==> src/rtl/mem_port_arbiter_pkg.sv <==
// Shared definitions for the memory port arbiter: FSM state encoding,
// requester IDs and default datapath widths.
package mem_port_arbiter_pkg;

    typedef enum logic [1:0] {
        StIdle    = 2'b00,
        StOwn     = 2'b01,
        StRelease = 2'b10
    } arb_state_e;

    // Requester IDs double as the Sel encoding of the steering muxes.
    localparam logic REQ_FETCH = 1'b0;
    localparam logic REQ_LSU   = 1'b1;

    localparam int unsigned DEF_ADDR_W = 24;
    localparam int unsigned DEF_DATA_W = 24;

endpackage

==> src/rtl/arb_timeout_counter.sv <==
// Transaction timeout counter for the memory port arbiter.
//   clk_i     : clock
//   rst_ni    : asynchronous active-low reset
//   clr_i     : synchronous clear (has priority over inc_i)
//   inc_i     : increment by one
//   expired_o : count has reached TIMEOUT-1
module arb_timeout_counter #(
    parameter int unsigned TIMEOUT = 15
) (
    input  logic clk_i,
    input  logic rst_ni,
    input  logic clr_i,
    input  logic inc_i,
    output logic expired_o
);

    localparam int unsigned CntW = $clog2(TIMEOUT + 1);
    localparam logic [CntW-1:0] LastCnt = CntW'(TIMEOUT - 1);

    logic [CntW-1:0] cnt_d, cnt_q;

    always_comb begin
        cnt_d = cnt_q;
        if (clr_i) begin
            cnt_d = '0;
        end else if (inc_i) begin
            cnt_d = cnt_q + CntW'(1);
        end
    end

    always_ff @(posedge clk_i or negedge rst_ni) begin
        if (!rst_ni) begin
            cnt_q <= '0;
        end else begin
            cnt_q <= cnt_d;
        end
    end

    assign expired_o = (cnt_q == LastCnt);

endmodule

==> src/rtl/mux2_cell.sv <==
// 1-bit 2:1 mux cell.
//   a0_i  : selected when sel_i = 0
//   a1_i  : selected when sel_i = 1
//   sel_i : select
//   y_o   : output
module mux2_cell (
    input  logic a0_i,
    input  logic a1_i,
    input  logic sel_i,
    output logic y_o
);

    assign y_o = sel_i ? a1_i : a0_i;

endmodule

==> src/rtl/mem_port_arbiter.sv <==
// Round-robin arbiter sharing one memory port between instruction fetch
// (requester 0) and the load/store unit (requester 1).
//   Clock, Reset_n                : clock, asynchronous active-low reset
//   Req*/Addr*/WData*/We*         : requester front-end inputs
//   Gnt*/Done*                    : ownership level, one-cycle completion pulse
//   Err                           : timeout flag, coincident with Done
//   Sel                           : steering mux select (0 = fetch, 1 = LSU)
//   Mem_Req/Addr/WData/We, Mem_Ack: memory interface
//   Busy                          : a transaction is in flight
module mem_port_arbiter
    import mem_port_arbiter_pkg::*;
#(
    parameter int unsigned DATA_W  = DEF_DATA_W,
    parameter int unsigned ADDR_W  = DEF_ADDR_W,
    parameter int unsigned TIMEOUT = 15
) (
    input  logic              Clock,
    input  logic              Reset_n,
    input  logic              Req0,
    input  logic              Req1,
    input  logic [ADDR_W-1:0] Addr0,
    input  logic [ADDR_W-1:0] Addr1,
    input  logic [DATA_W-1:0] WData0,
    input  logic [DATA_W-1:0] WData1,
    input  logic              We0,
    input  logic              We1,
    output logic              Gnt0,
    output logic              Gnt1,
    output logic              Done0,
    output logic              Done1,
    output logic              Err,
    output logic              Sel,
    output logic              Mem_Req,
    output logic [ADDR_W-1:0] Mem_Addr,
    output logic [DATA_W-1:0] Mem_WData,
    output logic              Mem_We,
    input  logic              Mem_Ack,
    output logic              Busy
);

    localparam int unsigned MuxW = ADDR_W + DATA_W + 1;

    arb_state_e state_d, state_q;
    logic       sel_d, sel_q;
    logic       prio_d, prio_q;
    logic       err_d, err_q;
    logic       cnt_clr, cnt_inc, expired;
    logic       own, rel;

    arb_timeout_counter #(
        .TIMEOUT (TIMEOUT)
    ) u_timeout (
        .clk_i     (Clock),
        .rst_ni    (Reset_n),
        .clr_i     (cnt_clr),
        .inc_i     (cnt_inc),
        .expired_o (expired)
    );

    always_comb begin
        state_d = state_q;
        sel_d   = sel_q;
        prio_d  = prio_q;
        err_d   = 1'b0;
        cnt_clr = 1'b0;
        cnt_inc = 1'b0;
        case (state_q)
            StIdle: begin
                if (Req0 || Req1) begin
                    state_d = StOwn;
                    if (Req0 && Req1) begin
                        sel_d = prio_q;
                    end else begin
                        sel_d = Req1 ? REQ_LSU : REQ_FETCH;
                    end
                end
            end
            StOwn: begin
                cnt_inc = 1'b1;
                // An ack in the expiry cycle completes normally.
                if (Mem_Ack) begin
                    state_d = StRelease;
                end else if (expired) begin
                    state_d = StRelease;
                    err_d   = 1'b1;
                end
            end
            StRelease: begin
                cnt_clr = 1'b1;
                prio_d  = ~sel_q;
                state_d = StIdle;
            end
            default: begin
                state_d = StIdle;
            end
        endcase
    end

    always_ff @(posedge Clock or negedge Reset_n) begin
        if (!Reset_n) begin
            state_q <= StIdle;
            sel_q   <= REQ_FETCH;
            prio_q  <= REQ_FETCH;
            err_q   <= 1'b0;
        end else begin
            state_q <= state_d;
            sel_q   <= sel_d;
            prio_q  <= prio_d;
            err_q   <= err_d;
        end
    end

    assign own     = (state_q == StOwn);
    assign rel     = (state_q == StRelease);
    assign Gnt0    = own & ~sel_q;
    assign Gnt1    = own & sel_q;
    assign Done0   = rel & ~sel_q;
    assign Done1   = rel & sel_q;
    assign Err     = err_q;
    assign Sel     = sel_q;
    assign Mem_Req = own;
    assign Busy    = (state_q != StIdle);

    // Address, write data and write enable share one bank of mux cells.
    logic [MuxW-1:0] mux_in0, mux_in1, mux_out;

    assign mux_in0 = {Addr0, WData0, We0};
    assign mux_in1 = {Addr1, WData1, We1};

    for (genvar i = 0; i < MuxW; i++) begin : g_steer
        mux2_cell u_mux (
            .a0_i  (mux_in0[i]),
            .a1_i  (mux_in1[i]),
            .sel_i (sel_q),
            .y_o   (mux_out[i])
        );
    end

    assign Mem_Addr  = mux_out[MuxW-1 -: ADDR_W];
    assign Mem_WData = mux_out[DATA_W:1];
    assign Mem_We    = mux_out[0] & own;

endmodule

==> config.mk <==
export PLATFORM = sky130hd
export DESIGN_NAME = mem_port_arbiter
export DESIGN_NICKNAME = d
export VERILOG_FILES = /design/src/rtl/mem_port_arbiter_pkg.sv /design/src/rtl/arb_timeout_counter.sv /design/src/rtl/mux2_cell.sv /design/src/rtl/mem_port_arbiter.sv
export SDC_FILE = /design/constraint.sdc
export NUM_CORES = 1
export LEC_CHECK = 0
export ABC_AREA = 1
export CORE_MARGIN = 2
export CORE_UTILIZATION = 30
export DETAILED_ROUTE_END_ITERATION = 8
export GPL_TIMING_DRIVEN = 0
export PLACE_DENSITY_LB_ADDON = 0.3
export RECOVER_POWER = 50
export SLEW_MARGIN = 15
export SYNTH_ARGS = -nofsm -noshare
export SYNTH_HDL_FRONTEND = slang
export SYNTH_HIERARCHICAL = 1
export SYNTH_SLANG_ARGS = --single-unit
export TNS_END_PERCENT = 50
==> constraint.sdc <==
create_clock -name Clock -period 3.7 [get_ports Clock]
set_clock_uncertainty 0.1 [all_clocks]
set_input_delay 0.74 -clock Clock [delete_from_list [all_inputs] [get_ports Clock]]
set_output_delay 0.74 -clock Clock [all_outputs]
set_load 0.02 [all_outputs]
Word level (Yosys, flattened, before mapping)
Index checks and enable logic that the tools add are counted.
- add/subtract/negate cells: 1
- $mul: 0
- div/mod/pow operators: 0
- $lt $le $gt $ge: 0
- equal/unequal tests: 5
- shifts and indexed selects: 0
- mux-type cells: 62
- bitwise operators: 6
- reduce and logical (&&, ||, !) cells: 7
- operator list (kind ; count):
    two-way mux 1 bit ; 56
    two-way mux 4 bit ; 2
    two-way mux 2 bit ; 3
    AND 1 bit ; 5
    adder 4 x 1 -> 4 bit (second input constant) ; 1
    == test 4 bit (second input constant) ; 1
    one-hot mux 2 bit (2 select lines) ; 1
    AND reduction 2 bit ; 2
    nonzero test 2 bit ; 2
    inequality test 3 bit (second input constant) ; 1
    == test 2 x 1 -> 1 bit (second input constant) ; 1
    == test 2 bit (second input constant) ; 1
    logical NOT 2 bit ; 1
    inequality test 2 bit (second input constant) ; 1
    logical AND 1 bit ; 1
    logical OR 1 bit ; 1
    inverter 1 bit ; 1
- register bits after elaboration: 9
- bits in latches: 0
- bits in writable memories: 0
- memory bits (read-only): 0
- input bits: 103
- output and inout bits: 57
- word-level logic and storage cells: 86
- memories: 0

Longest topological paths before layout
Gate-level depths: netlist of run 1.
- word-level depth: 4
- gate-level depth with buffers: 8

By module
Netlist of run 1, hierarchy kept.
- modules (own cells, without submodules) (module ; instances ; cells an instance ; area an instance (µm²)):
    mux2_cell ; 49 ; 4 ; 15.0
    mem_port_arbiter ; 1 ; 85 ; 619.3
    arb_timeout_counter ; 1 ; 25 ; 225.2

Worst setup path after synthesis of run 1
No wires, ideal clock.
- path kind: register to output
- from: register sel_q (netlist: Sel)
- to: output port Mem_We
- arrival: 2459 ps
- data required time: 2860 ps
- setup slack: 401 ps
- stages on the path, launching flop included: 5
- path buffers: 0
- cells stage by stage: dfrtp_1 -> nand2_1 -> nand2_1 -> inv_1 -> nor2_1
- longest elaborated chain between the ends: 2
- RTL lines (item ; RTL line ; text):
    start, declared ; mem_port_arbiter.sv:44 ; logic sel_d, sel_q;
    start signal, assigned ; mem_port_arbiter.sv:107 ; sel_q <= sel_d;
    two-way mux 1 bit ; mux2_cell.sv:13 ; assign y_o = sel_i ? a1_i : a0_i;
    via mux_out[0] ; mem_port_arbiter.sv:125 ; logic [MuxW-1:0] mux_in0, mux_in1, mux_out;
    AND 1 bit ; mem_port_arbiter.sv:141 ; assign Mem_We = mux_out[0] & own;
    end, declared ; mem_port_arbiter.sv:36 ; output logic Mem_We,
The timed path passes the listed nets, and every way through them passes these cells.

Worst setup path after layout of run 1
- from: register sel_q (netlist: Sel)
- to: output port Mem_WData[4]
- longest elaborated chain between the ends: 1
- RTL lines (item ; RTL line ; text):
    two-way mux 1 bit ; mux2_cell.sv:13 ;
    end, declared ; mem_port_arbiter.sv:35 ; output logic [DATA_W-1:0] Mem_WData,
Every way passes these cells.

==> results of run 1 <==
-- worst max-delay path, cell delays in order (launching register included) --
cell             delay [ps]
dfrtp_4                 660
buf_12                  310
nand2_1                  80
nand2_1                  70
buf_4                    90
clkdlybuf4s50_1         640
-- flip-flops by register name (all words and copies together), names as in the netlist --
| name | flops |
|---|---|
| u_timeout/cnt_q | 4 |
| Sel | 1 |
| Err | 1 |
| prio_q | 1 |
| state_q | 2 |
-- cells by family after synthesis --
family / count (synthesis) / share of synthesized area [%]
simple gates: 178 / 44.26
flops: 9 / 14.25
compound gates: 6 / 2.137
fa+ha+maj: 2 / 1.583
buf+inv: 111 / 37.77
-- layout by cell type, fill, tap and decap left out, drive strengths merged, types with 2 or more instances in the layout --
cell type | netlist | routed
a21oi | 4 | 4
nand3 | 4 | 4
nand2 | 161 | 161
dlygate4sd3 | 0 | 21
inv | 63 | 63
dfrtp | 9 | 9
clkdlybuf4s50 | 0 | 138
clkbuf | 0 | 4
buf | 48 | 49
o21ai | 2 | 2
ha | 2 | 2
nor2 | 11 | 11
-- metal layers --
layer	global-route usage [%]	vias up
met5	0	-
met2	36.02	81
met1	20.81	911
met4	4.909	0
met3	2.725	10
li1	-	1150
-- Yosys cell counts, drive strengths merged --
library cell / instances / share of area, %
buf: 48 / 23
nand2: 161 / 38
nand3: 4 / 1.6
nor2: 11 / 3.6
nor3: 1 / 0.32
and3: 1 / 0.40
dfrtp: 9 / 14
a21oi: 4 / 1.5
o21ai: 2 / 0.63
ha: 2 / 1.6
inv: 63 / 15
-- area by class of cell --
class,instances,share of cell area [%]
buffer,48,10.86
tap,70,2.640
clock buffer,4,1.357
multi-input combinational,186,22.55
sequential,9,6.900
inverter,63,7.127
timing repair buffer,160,48.57
-- path summary, 6_finish.rpt --
path                                 endpoint  slack (ps)  cells past startpoint
setup / recovery                 Mem_WData[4]         760                      5
hold / removal                         prio_q         390                      2
setup reg to reg           u_timeout/cnt_q[3]        2300                      6
hold reg to reg                        prio_q         390                      2
max in group asynchronous                 Sel        2400                      1
min in group asynchronous  u_timeout/cnt_q[2]         780                      1
-- per-stage QoR --
| step | total power [mW] | instance area [sq um] |
|---|---|---|
| finish | 2.124 | 3318 |
| global route | 2.317 | 3318 |
| CTS | 2.186 | 3328 |
| detailed placement | 2.068 | 3283 |
| global placement | 2.082 | 3259 |
| floorplan | 1.389 | 1580 |
-- where the power goes --
| part | internal, mW | total (mW) | switching (mW) |
|---|---|---|---|
| combinational | 0.922 | 1.78 | 0.862 |
| clock | 0.0748 | 0.110 | 0.0351 |
| sequential | 0.144 | 0.229 | 0.0854 |
==> flow_summary.toml, run 1 <==
[global_routing]
grt-ovfl-total = 0
grt_use_total_pct = 18.54
antenna_found_initial = 0
grt_pass1_vias = 1923
grt_pass1_wl_um = 9087
grt_max_degree = 67

[layout]
postLayoutCoreUtil_pct = 64.97
drive_above_1_share_pct = 12.34
multiInputGateArea_sq_um = 748.2
fin_cells = 540
antenna_cells = 0
seq_area_sq_um = 229.0
fin_nets = 576
area_delta_synth_final_pct = 110.0
fillCellCount = 492

[timing]
slew_headroom_pct = 73.00
worst_hold_slack_ps = 391.4
fin_tns_setup_ps = 0
drv_slew = 0
period_share_pct = 79.37
fin_crit_ps = 2937
rsz0062_at_grt = "no"
fmax_mhz = 340.5
timing.final.hold_violations = 0
tightest_slew_ps = 403.7
setup_viol = 0
fin_ws_ps = 763.2

[power]
ir_worst_vdd_v = 0.0004847
p_leak_nw = 1.820
power_density_mw_per_mm2 = 640.0

[setup_path]
path_class = "reg -> out"
cp-end-kind = "output port"
start_kind = "flip-flop"
startpoint = "Sel"
cp.required_ps = 2860
cp_max_fo = 66
cp.arrival_ps = 2100
rr_startpoint = "state_q[1]"

[cts]
cts_resized = 0
post_cts_buffers = 0
htreeDepth = 1
cts_hold_buffers = 0
cts_sinks = 9
cts_root_buf = "clkbuf_8"
cts.reportedPaths.clkPinSlew_ps = 40
clockBufferDepth = 2
cts_tree = "built"
clk_latency_ps = 230
cts_made_buffers = 3

[outcome]
status = "complete, no violations"

[yosys]
synth_nets = 411
yosysWarnings = 6
synth_seq_cells = 9
yosysUniqueCellTypes = 18
post_synth.cell_area_avg_sq_um = 5.164
netlist_area_sq_mm = 0.001580
ys_seq_area_share_pct = 14.25
syn_inst = 306

[floorplanning]
die_h_um = 76.58
io_pins = 160
dieArea_sq_mm = 0.005864
rows = 26
coreArea_sq_mm = 0.005107
start_util_pct = 30.94
die_w_um = 76.58

[place]
place_hpwl_um = 4761
portBuffers = 159
dp.cells = 536
post-place-ws_ps = 795.4
gp_congestion = 0.7739

[worst_hold_path]
hold_class = "reg -> reg"
hp-start = "prio_q"

[route]
drt-initial-drc-count = 67
wirelength_um = 5598
drt_pre_antenna_iters = 4
antenna_left = 0
via_count = 2152
viasPerCell = 3.985
avgRoutedWirePerCell_um = 10.37
drc = 0
met2_length_um = 2878
route.met3.wl_um = 312
top_layer = "met4"
m1WireLength_um = 2284

[job]
cap_violations = 0
Note: power is estimated with default switching activity, not from simulation.
==> run 2: changes to the inputs <==
Clock period 3.7 ns to 2.8 ns, I/O delays scaled along.
==> flow_summary.toml, run 2 (synthesized netlist as in run 1, its figures left out) <==
[place]
dp.cells = 536
post-place-ws_ps = 262.5
place_hpwl_um = 4825
portBuffers = 159
gp_congestion = 0.7360
post_dp_cell_area_sq_mm = 0.003291

[floorplanning]
dieArea_sq_mm = 0.005864
coreArea_sq_mm = 0.005107
die_w_um = 76.58
start_util_pct = 30.94
io_pins = 160
rows = 26
die_h_um = 76.58

[route]
antenna_left = 0
drt_pre_antenna_iters = 4
avgRoutedWirePerCell_um = 10.52
wirelength_um = 5679
via_count = 2148
drc = 0
drt-initial-drc-count = 78
viasPerCell = 3.978

[timing]
worst_hold_slack_ps = 392.0
setup_viol = 0
timing.final.hold_violations = 0
rsz0062_at_grt = "no"
tightest_slew_ps = 413.9
fin_crit_ps = 2732
fin_ws_ps = 68.08
fmax_mhz = 366.0
slew_headroom_pct = 72.31
drv_slew = 0
period_share_pct = 97.57

[cts]
cts_resized = 0
htreeDepth = 1
cts_hold_buffers = 0
cts.reportedPaths.clkPinSlew_ps = 40
clockBufferDepth = 2
cts_made_buffers = 3
cts_tree = "built"
post_cts_buffers = 0
cts_sinks = 9
clk_latency_ps = 240
cts_root_buf = "clkbuf_8"

[global_routing]
grt_pass1_vias = 1899
antenna_found_initial = 0
grt-ovfl-total = 0
grt_pass1_wl_um = 9114
grt_max_degree = 86
grt_use_total_pct = 18.75

[worst_hold_path]
hold_class = "reg -> reg"
holdPathStages = 2

[setup_path]
cp.arrival_ps = 2070
cp-end-kind = "output port"
path_class = "reg -> out"
cp.required_ps = 2140
cp_max_fo = 85
start_kind = "flip-flop"
path_common_cell = "nand2_1"
path_cells = "buf_16 -> inv_1 -> nand2_1 -> nand2_1 -> buf_4 -> dlygate4sd3_1"
crit_slowest_cell = "dlygate4sd3_1"
crit_path_max_incr_delay_ps = 630
r2r_cells = 7

[layout]
reg.largest.list = "u_timeout/cnt_q: 4 flops, state_q: 2 flops"
antenna_cells = 0
fin_nets = 576
final_common_cell = "nand2_1"
fin_cells = 540
regMostFlops = "u_timeout/cnt_q"
finalInstanceArea_sq_mm = 0.003326
drive_above_1_share_pct = 12.34
area_delta_synth_final_pct = 110.5
most-common-layout-cells = "nand2_1 (160), clkdlybuf4s50_1 (140), inv_1 (63), buf_4 (47), dlygate4sd3_1 (19)"
largest_reg_flops = 4

[outcome]
status = "complete, no violations"

[power]
power_density_mw_per_mm2 = 850.8
ir_worst_vdd_v = 0.0006210
p_leak_nw = 1.823

[job]
cap_violations = 0
==> run 2: changes by cell type in the layout (fill, tap and decap cells not counted), sizes merged <==
cell and change:
clkbuf +1, buf -1, dlygate4sd3 -2, clkdlybuf4s50 +2
==> run 2: final cells by class <==
type                    count  area (sq um)
flip-flops and latches      9         229.0
repair buffers            160          1619
inverters                  63         236.5
plain buffers              48         360.3
well taps                  70         87.58
clock buffers               4         45.04
multi-input cells         186         748.2
fillers                   487          1782
==> run 2: worst paths after layout <==
| path | start | slack (ps) | endpoint |
|---|---|---|---|
| setup / recovery | Sel | 70 | Mem_Addr[10] |
| hold / removal | prio_q | 390 | prio_q |
| setup reg to reg | state_q[0] | 1310 | u_timeout/cnt_q[3] |
| hold reg to reg | prio_q | 390 | prio_q |
| max in group asynchronous | Reset_n | 1680 | Sel |
| min in group asynchronous | Reset_n | 590 | prio_q |
==> run 2: through the flow <==
step           power (mW)  setup TNS, ps  util, %
5_1_grt             3.066              0    65.12
3_3_place_gp        2.678         -10830    63.84
2_1_floorplan       1.781              0        -
4_1_cts             2.916              0    65.31
6_report            2.830              0    65.12
3_5_place_dp        2.752              0    64.43
==> run 2: power breakdown <==
group	internal, mW	switching (mW)	total (mW)	leakage, nW
Sequential	0.190	0.0851	0.275	0.112
Combinational	1.23	1.17	2.40	1.69
Clock	0.0995	0.0551	0.155	0.0228
==> run 2: worst max-delay path, delay by kind of cell, from the launching register on <==
kind | cells | cell delay [ps]
flip-flops | 1 | 560
buffers and inverters | 4 | 1120
AND/OR/NAND/NOR | 2 | 100
==> run 2: per-layer routing <==
layer | part of all wire [%] | global-route usage (%)
met5 | 0 | 0
met4 | 2.7 | 6.545
met3 | 7.2 | 4.265
met2 | 51 | 35.04
met1 | 39 | 20.62
==> run 3: changes to the inputs <==
Settings changed: CAP_MARGIN set to 10.
==> results of run 3 <==
The final DEF is identical to that of run 2; final timing and power are the same.
